==> config.mk <==
export PLATFORM = sky130hd
export DESIGN_NAME = d_regsel_seq
export DESIGN_NICKNAME = d
export VERILOG_FILES = /design/src/rtl/cu_pkg.sv /design/src/rtl/d_regsel_decode.sv /design/src/rtl/d_regsel_seq.sv
export SDC_FILE = /design/constraint.sdc
export NUM_CORES = 1
export LEC_CHECK = 0
export CAP_MARGIN = 20
export CORE_AREA = 2 2 39 41
export CTS_CLUSTER_SIZE = 30
export DETAILED_ROUTE_END_ITERATION = 8
export DIE_AREA = 0 0 41 43
export MAX_ROUTING_LAYER = met4
export PLACE_DENSITY = 0.79
export SYNTH_ARGS = -nofsm -noshare
export SYNTH_HDL_FRONTEND = slang
export SYNTH_SLANG_ARGS = --single-unit
==> constraint.sdc <==
create_clock -name i_clk -period 2.22 [get_ports i_clk]
set_input_delay 0.666 -clock i_clk [delete_from_list [all_inputs] [get_ports i_clk]]
set_output_delay 0.666 -clock i_clk [all_outputs]
set_load 0.1 [all_outputs]
==> src/rtl/cu_pkg.sv <==
// rtl/cu_pkg.sv - shared control-unit constants, select encodings and sequencer states
package cu_pkg;

  // Opcode classes that need non-default register-file selects
  localparam int unsigned OPC_STACK = 7;   // PUSH / POP
  localparam int unsigned OPC_BRX   = 11;  // JMP / CALL / RET / RTI
  localparam int unsigned OPC_MEM   = 12;  // LDM / LDD / STD

  // ra field codes under OPC_STACK
  localparam int unsigned RA_PUSH = 0;
  localparam int unsigned RA_POP  = 1;

  // brx field codes under OPC_BRX
  localparam int unsigned BRX_JMP  = 0;
  localparam int unsigned BRX_CALL = 1;
  localparam int unsigned BRX_RET  = 2;
  localparam int unsigned BRX_RTI  = 3;

  // Read-B MUX encodings
  localparam logic [1:0] SD3_RB  = 2'd0;  // R[rb]
  localparam logic [1:0] SD3_PC1 = 2'd1;  // PC+1
  localparam logic [1:0] SD3_IPC = 2'd2;  // interrupted PC
  localparam logic [1:0] SD3_CCR = 2'd3;  // CCR

  // Sequencer states: push PC then CCR on interrupt entry, pop both on RTI
  typedef enum logic [2:0] {
    ST_IDLE    = 3'd0,
    ST_INT_PC  = 3'd1,
    ST_INT_CCR = 3'd2,
    ST_RTI_PC  = 3'd3,
    ST_RTI_CCR = 3'd4
  } seq_state_t;

endpackage

==> src/rtl/d_regsel_decode.sv <==
// rtl/d_regsel_decode.sv - single-cycle opcode/ra_brx to register-file select decoder
module d_regsel_decode
  import cu_pkg::*;
#(
  parameter int OPC_W = 4,
  parameter int REG_W = 2
) (
  input  logic [OPC_W-1:0] i_opcode,
  input  logic [REG_W-1:0] i_ra_brx,
  output logic             o_sd1,
  output logic             o_sd2,
  output logic [1:0]       o_sd3,
  output logic             o_is_rti
);

  // Decode: start from defaults (ra write, R[ra], R[rb]) and override per class
  always_comb begin
    o_sd1    = 1'b0;
    o_sd2    = 1'b1;
    o_sd3    = SD3_RB;
    o_is_rti = 1'b0;
    if (i_opcode == OPC_W'(OPC_STACK)) begin
      // PUSH/POP address the stack pointer; the other two ra codes keep defaults
      if ((i_ra_brx == REG_W'(RA_PUSH)) || (i_ra_brx == REG_W'(RA_POP))) begin
        o_sd1 = 1'b1;
      end
    end else if (i_opcode == OPC_W'(OPC_MEM)) begin
      o_sd2 = 1'b0;
    end else if (i_opcode == OPC_W'(OPC_BRX)) begin
      if (i_ra_brx == REG_W'(BRX_CALL)) begin
        o_sd1 = 1'b1;
        o_sd3 = SD3_PC1;
      end else if (i_ra_brx == REG_W'(BRX_RET)) begin
        o_sd1 = 1'b1;
      end else if (i_ra_brx == REG_W'(BRX_RTI)) begin
        o_sd1    = 1'b1;
        o_is_rti = 1'b1;
      end else if (i_ra_brx == REG_W'(BRX_JMP)) begin
        o_sd1 = 1'b0;
      end
    end
  end

endmodule

==> src/rtl/d_regsel_seq.sv <==
// rtl/d_regsel_seq.sv - registered register-file selects with interrupt/RTI sequencer and fetch handshake
module d_regsel_seq
  import cu_pkg::*;
#(
  parameter int OPC_W  = 4,
  parameter int REG_W  = 2,
  parameter int SP_IDX = 3
) (
  input  logic             i_clk,
  input  logic             i_rst,
  input  logic [OPC_W-1:0] i_opcode,
  input  logic [REG_W-1:0] i_ra_brx,
  input  logic             i_instr_valid,
  output logic             o_instr_ready,
  input  logic             i_int_req,
  input  logic             i_stall,
  output logic             o_sd1,
  output logic             o_sd2,
  output logic [1:0]       o_sd3,
  output logic [REG_W-1:0] o_wr_addr,
  output logic             o_seq_busy,
  output logic             o_int_ack
);

  seq_state_t       r_state;
  logic             r_sd1;
  logic             r_sd2;
  logic [1:0]       r_sd3;
  logic [REG_W-1:0] r_ra_cap;
  logic [REG_W-1:0] r_wr_addr;
  logic             r_int_ack;

  seq_state_t       w_state_nxt;
  logic             w_sd1_nxt;
  logic             w_sd2_nxt;
  logic [1:0]       w_sd3_nxt;
  logic [REG_W-1:0] w_ra_cap_nxt;
  logic [REG_W-1:0] w_wr_addr_nxt;
  logic             w_int_ack_nxt;
  logic             w_consume;

  logic             w_dec_sd1;
  logic             w_dec_sd2;
  logic [1:0]       w_dec_sd3;
  logic             w_dec_is_rti;

  d_regsel_decode #(
    .OPC_W (OPC_W),
    .REG_W (REG_W)
  ) u_decode (
    .i_opcode (i_opcode),
    .i_ra_brx (i_ra_brx),
    .o_sd1    (w_dec_sd1),
    .o_sd2    (w_dec_sd2),
    .o_sd3    (w_dec_sd3),
    .o_is_rti (w_dec_is_rti)
  );

  // Fetch may only hand over an instruction while idle and not pre-empted by an interrupt or freeze
  assign o_instr_ready = (r_state == ST_IDLE) && !i_int_req && !i_stall;
  assign w_consume     = i_instr_valid && o_instr_ready;

  // Next state and next registered selects; every state starts from the default selects
  always_comb begin
    w_state_nxt   = r_state;
    w_sd1_nxt     = 1'b0;
    w_sd2_nxt     = 1'b1;
    w_sd3_nxt     = SD3_RB;
    w_ra_cap_nxt  = r_ra_cap;
    w_int_ack_nxt = 1'b0;
    case (r_state)
      ST_IDLE: begin
        if (i_int_req) begin
          // Interrupt wins over a waiting instruction, which stays unconsumed
          w_state_nxt = ST_INT_PC;
          w_sd1_nxt   = 1'b1;
          w_sd3_nxt   = SD3_IPC;
        end else if (w_consume) begin
          w_ra_cap_nxt = i_ra_brx;
          w_sd1_nxt    = w_dec_sd1;
          w_sd2_nxt    = w_dec_sd2;
          w_sd3_nxt    = w_dec_sd3;
          if (w_dec_is_rti) begin
            w_state_nxt = ST_RTI_PC;
          end
        end
      end
      ST_INT_PC: begin
        w_state_nxt = ST_INT_CCR;
        w_sd1_nxt   = 1'b1;
        w_sd3_nxt   = SD3_CCR;
      end
      ST_INT_CCR: begin
        w_state_nxt   = ST_IDLE;
        w_int_ack_nxt = 1'b1;
      end
      ST_RTI_PC: begin
        // Second pop uses the same stack-pointer selects as the first
        w_state_nxt = ST_RTI_CCR;
        w_sd1_nxt   = 1'b1;
        w_sd3_nxt   = SD3_RB;
      end
      ST_RTI_CCR: begin
        w_state_nxt = ST_IDLE;
      end
      default: begin
        w_state_nxt = ST_IDLE;
      end
    endcase
    w_wr_addr_nxt = w_sd1_nxt ? REG_W'(SP_IDX) : w_ra_cap_nxt;
  end

  // State and select registers; a stall freezes everything except int_ack, which is held low
  always_ff @(posedge i_clk) begin
    if (i_rst) begin
      r_state   <= ST_IDLE;
      r_sd1     <= 1'b0;
      r_sd2     <= 1'b1;
      r_sd3     <= SD3_RB;
      r_ra_cap  <= '0;
      r_wr_addr <= '0;
      r_int_ack <= 1'b0;
    end else if (i_stall) begin
      r_int_ack <= 1'b0;
    end else begin
      r_state   <= w_state_nxt;
      r_sd1     <= w_sd1_nxt;
      r_sd2     <= w_sd2_nxt;
      r_sd3     <= w_sd3_nxt;
      r_ra_cap  <= w_ra_cap_nxt;
      r_wr_addr <= w_wr_addr_nxt;
      r_int_ack <= w_int_ack_nxt;
    end
  end

  assign o_sd1      = r_sd1;
  assign o_sd2      = r_sd2;
  assign o_sd3      = r_sd3;
  assign o_wr_addr  = r_wr_addr;
  assign o_int_ack  = r_int_ack;
  assign o_seq_busy = (r_state != ST_IDLE);

endmodule

==> results of run 1 <==
## registers in the layout, summed over array words and instances (netlist names)
| name | cells |
|---|---|
| o_sd3 | 2 |
| o_wr_addr | 2 |
| o_sd1 | 1 |
| o_sd2 | 1 |
| r_ra_cap | 2 |
| r_state | 3 |
| o_int_ack | 1 |
## repair_timing
| action | CTS | global route |
|---|---|---|
| endpoints found under the setup margin | 1 | 1 |
| pin swaps | 1 | 1 |
| resized for setup | 1 | 1 |
| cloned | 0 | 0 |
## worst max-delay path: stages
cell and delay (ns):
clkdlybuf4s50_1 0.46, nor3_4 0.17, buf_12 0.20
## per-layer routing
layer / vias to the layer above / wire length [um] / GRT usage
met2: 24 / 724 / 0.306
met1: 292 / 628 / 0.259
li1: 308 / - / -
met4: 0 / 14 / 0.0800
met5: - / 0 / -
met3: 2 / 99 / 0.0524
## kinds of logic (layout without fill, tap and decap cells)
| group | Yosys count | count (layout) |
|---|---|---|
| buffers and inverters | 7 | 32 |
| AND/OR/NAND/NOR | 34 | 34 |
| AO/OA/AOI/OAI | 18 | 18 |
| flip-flops | 12 | 12 |
## power by group
group          internal (mW)  switching [mW]
Clock                 0.0996          0.0766
Sequential             0.225         0.00962
Combinational         0.0627           0.117
Total                  0.388           0.203
## path summary, 6_finish.rpt
check              startpoint       endpoint  slack (ns)  depth (start not counted)
setup / recovery      i_stall  o_instr_ready        0.06                          3
hold / removal    r_ra_cap[1]    r_ra_cap[1]        0.46                          2
setup reg to reg   r_state[0]   o_wr_addr[0]        0.85                          4
hold reg to reg   r_ra_cap[1]    r_ra_cap[1]        0.46                          2
## synthesized netlist by cell type
cell       instances  share of area
a21o_1             1          0.013
a21oi_1            7          0.059
a221oi_1           1          0.015
a311o_2            1          0.019
a41oi_1            2          0.029
a41oi_2            1          0.027
and4b_4            1          0.023
buf_2              1         0.0084
clkbuf_1           2          0.013
dfxtp_1           12           0.40
inv_1              3          0.019
inv_2              1         0.0063
nand2_1           12          0.076
nand2b_1           1          0.011
nand2b_4           1          0.023
nand3_1            1         0.0084
nand3b_1           1          0.013
nand4_1            2          0.021
nand4b_1           1          0.015
nor2_1             4          0.025
nor2_2             2          0.021
nor2b_1            1          0.011
nor3_1             3          0.025
nor3_4             1          0.027
nor4_1             2          0.021
o21a_1             1          0.013
o21ai_0            1         0.0084
o21ai_1            1         0.0084
o2bb2ai_1          1          0.015
o31a_1             1          0.015
or3_1              1          0.011
## metrics by stage
step,std cells,setup slack [ns]
floorplan,71,-0.0362
global placement,108,-0.0930
detailed placement,108,-0.0988
CTS,112,0.0472
global route,112,0.0310
finish,112,0.0597
## layout make-up
type	instances	area [um2]
Sequential cell	12	241
Inverter	4	20.0
Clock buffer	4	36.3
Fill cell	118	498
Tap cell	16	20.0
Multi-Input combinational cell	52	339
Timing Repair Buffer	24	229
==> results.json, run 1 <==
{
  "status": "completed",
  "cp-start-kind": "primary input",
  "arrival_ns": 1.49,
  "antenna_found_initial": 0,
  "ys_seq_elements": 12,
  "cts_hold_buf": 0,
  "grt_start_max_net_pins": 13,
  "worst_pin_slew_ns": 0.455,
  "initial_utilization": 0.430,
  "dpl_cell_area_um2": 850,
  "grt_pass1_wl_um": 2400,
  "htree_levels": 1,
  "slew_violations": 0,
  "cts_tree": "done",
  "hold_viol_final": 0,
  "drc_errors": 0,
  "design_area_um2": 886,
  "die_w_um": 41,
  "core_area_mm2": 0.00138,
  "clockBufferDepth": 2,
  "rows": 14,
  "synthMuxAreaShare": 0,
  "fin_setup_tns_ns": 0,
  "globalplace.congestion": 0.852,
  "grt-ovfl-total": 0,
  "dr.pass1.iters": 4,
  "leakage_nw": 0.333,
  "grt_usage": 0.206,
  "critical_path_required_ns": 1.55,
  "drv_cap": 0,
  "wire_per_inst_um": 13.1,
  "synth_xor_area_frac": 0,
  "vias_per_cell": 5.59,
  "synth_top_family_by_area": "simple AND/OR/NAND/NOR gates",
  "netlist_area_um2": 596,
  "postCtsSetupBuffers": 0,
  "layout_common_cells": "12 x nand2_1, 12 x buf_4, 11 x dfxtp_1",
  "fin_crit_sh": 0.973,
  "drt_iter0_drc": 16,
  "synth-simple-area-share": 0.330,
  "slew_headroom": 0.696,
  "power.density_mw_per_mm2": 667,
  "hp-class": "reg2reg",
  "fin_crit_ns": 2.16,
  "first_global_vias": 550,
  "peakVddDrop_uv": 413,
  "setup_violations": 0,
  "hold_slack_ns": 0.460,
  "drive_above_1_share": 0.292,
  "die_h_um": 43,
  "pin_count": 20,
  "syn_inst": 71,
  "finalWirelength_um": 1470,
  "rsz0062_at_grt": "no",
  "n_antenna_cell": 0,
  "synth.net_count": 82,
  "antenna_left": 0,
  "synth.distinct_cells": 31,
  "clkLatencyLatePin_ns": 0.27,
  "fmax_mhz": 463,
  "io_buffers": 19,
  "critical_path_class": "in2out",
  "fin_worst_skew_ns": 0.00248,
  "path_clk_slew_ns": 0.08,
  "yosys.area_share.adder": 0,
  "power_uw": 590,
  "final_nets": 108,
  "syn2layout_area_growth_pct": 48.7,
  "finish.utilization": 0.640,
  "seq_area_frac_synth": 0.403,
  "end_kind": "output port",
  "synth_warnings": 0,
  "synth_compound_area_frac": 0.221,
  "cts_buffers": 3,
  "syn_area_per_cell_um2": 8.39,
  "cts_sinks": 12,
  "die-area_mm2": 0.00176,
  "dp_hpwl_um": 1110,
  "clockRootBuffer": "clkbuf_4",
  "critical_path.max_fanout": 2,
  "vias": 626
}
(Power assumes the default switching activity.)
==> run 2: changes to the inputs <==
--- a/config.mk
+++ b/config.mk
@@ -5,6 +5,7 @@
 export SDC_FILE = /design/constraint.sdc
 export NUM_CORES = 1
 export LEC_CHECK = 0
+export ABC_AREA = 0
 export CAP_MARGIN = 20
 export CORE_AREA = 2 2 39 41
 export CTS_CLUSTER_SIZE = 30
==> results of run 2 <==
Same layout as run 1: the final DEF is identical, and so are final timing and power.
==> run 3: changes to the inputs <==
--- a/config.mk
+++ b/config.mk
@@ -8,11 +8,14 @@
 export ABC_AREA = 0
 export CAP_MARGIN = 20
 export CORE_AREA = 2 2 39 41
+export CTS_CLUSTER_DIAMETER = 50
 export CTS_CLUSTER_SIZE = 30
 export DETAILED_ROUTE_END_ITERATION = 8
 export DIE_AREA = 0 0 41 43
+export GPL_ROUTABILITY_DRIVEN = 0
 export MAX_ROUTING_LAYER = met4
 export PLACE_DENSITY = 0.79
+export RECOVER_POWER = 100
 export SYNTH_ARGS = -nofsm -noshare
 export SYNTH_HDL_FRONTEND = slang
 export SYNTH_SLANG_ARGS = --single-unit
==> results.json, run 3 (same netlist as run 1, synthesis figures left out) <==
{
  "clockBufferDepth": 2,
  "final_common_cell": "nand2_1",
  "swShare": 0.347,
  "dp_hpwl_um": 1110,
  "vias_per_cell": 5.54,
  "cts_sinks": 12,
  "fin_ws_ns": 0.0451,
  "fillers": 129,
  "die_h_um": 43,
  "rows": 14,
  "worst_pin_slew_ns": 0.541,
  "power_uw": 581,
  "drc_errors": 0,
  "rsz0062_at_grt": "no",
  "largest_register_ffs": 3,
  "critical_path_class": "in2out",
  "largest-register": "r_state",
  "end_kind": "output port",
  "setup_violations": 0,
  "peakVddDrop_uv": 403,
  "n_antenna_cell": 0,
  "cts_hold_buf": 0,
  "die-area_mm2": 0.00176,
  "layout_common_cells": "12 x nand2_1, 11 x dfxtp_1, 8 x clkdlybuf4s50_1",
  "initial_utilization": 0.430,
  "syn2layout_area_growth_pct": 42.0,
  "wire_per_inst_um": 13.1,
  "seqCellArea_um2": 241,
  "grt_start_max_net_pins": 13,
  "die_w_um": 41,
  "fin_crit_sh": 0.980,
  "power.density_mw_per_mm2": 687,
  "slew_violations": 0,
  "combPwrFrac": 0.292,
  "hold_viol_final": 0,
  "p_sw_uw": 201,
  "dpl_cell_area_um2": 850,
  "finalWirelength_um": 1460,
  "cts_tree": "done",
  "vias": 621,
  "seqPwrFrac": 0.404,
  "cp-start-kind": "primary input",
  "leakage_nw": 0.321,
  "path_clk_slew_ns": 0.08,
  "clockRootBuffer": "clkbuf_4",
  "numPlacedInstances": 108,
  "postCtsSetupBuffers": 0,
  "drive_above_1_share": 0.260,
  "first_global_vias": 550,
  "final_nets": 108,
  "critical_path.max_fanout": 2,
  "htree_levels": 1,
  "slew_headroom": 0.641,
  "design_area_um2": 846,
  "core_area_mm2": 0.00138,
  "fin_crit_ns": 2.17,
  "place_ws_ns": -0.0988,
  "arrival_ns": 1.51,
  "drv_cap": 0,
  "drt_iter0_drc": 28,
  "p_clk_frac": 0.303,
  "grt-ovfl-total": 0,
  "grt_pass1_wl_um": 2400,
  "antenna_found_initial": 0,
  "clkLatencyLatePin_ns": 0.27,
  "critical_path_required_ns": 1.55,
  "p_int_uw": 379,
  "multi_input_area_um2": 329,
  "finish.utilization": 0.611,
  "cts_buffers": 3,
  "antenna_left": 0,
  "grt_usage": 0.206,
  "hp-class": "reg2reg",
  "io_buffers": 19,
  "pin_count": 20,
  "fin_worst_skew_ns": 0.00280,
  "fmax_mhz": 460,
  "status": "completed",
  "dr.pass1.iters": 4,
  "final_cells": 112
}
==> run 3: power by group through the flow <==
stage | sequential (mW) | combinational, mW | clock (mW)
3_3_place_gp | 0.239 | 0.179 | 0
6_report | 0.235 | 0.170 | 0.176
3_5_place_dp | 0.239 | 0.180 | 0
2_1_floorplan | 0.284 | 0.0738 | 0
4_1_cts | 0.235 | 0.180 | 0.181
5_1_grt | 0.236 | 0.178 | 0.189
==> run 3: layer usage <==
layer  track usage  wire (um)
met5             -          0
met4        0.0800         14
met3        0.0524         90
met2         0.306        730
met1         0.259        628
==> run 3: metrics by stage <==
| stage | TNS, ns | hold WS, ns |
|---|---|---|
| 2_1_floorplan | -0.0362 | 0.436 |
| 3_3_place_gp | -0.100 | 0.443 |
| 3_5_place_dp | -0.133 | 0.451 |
| 4_1_cts | 0 | 0.463 |
| 5_1_grt | 0 | 0.495 |
| 6_report | 0 | 0.460 |
==> run 3: path summary, 6_finish.rpt <==
path | startpoint | endpoint | slack, ns | cells past startpoint
max | i_stall | o_instr_ready | 0.05 | 3
min | r_ra_cap[1] | r_ra_cap[1] | 0.46 | 2
max reg2reg | r_state[0] | o_wr_addr[0] | 0.76 | 4
min reg2reg | r_ra_cap[1] | r_ra_cap[1] | 0.46 | 2
==> run 3: worst max-delay path, stage by stage <==
cell             delay [ns]
clkdlybuf4s50_1        0.46
nor3_4                 0.14
buf_6                  0.24
==> run 3: area by class of cell <==
| cell class | count | share of cell area |
|---|---|---|
| clock buffer | 4 | 0.0429 |
| sequential | 12 | 0.286 |
| multi-input combinational | 52 | 0.389 |
| inverter | 4 | 0.0237 |
| tap | 16 | 0.0237 |
| timing repair buffer | 24 | 0.235 |
==> run 3: repair_timing <==
| action | 4_1_cts | 5_1_grt |
|---|---|---|
| cloned | 0 | 0 |
| setup endpoints to repair | 1 | 1 |
| pin swaps | 1 | 1 |
| gates resized for setup | 1 | 1 |
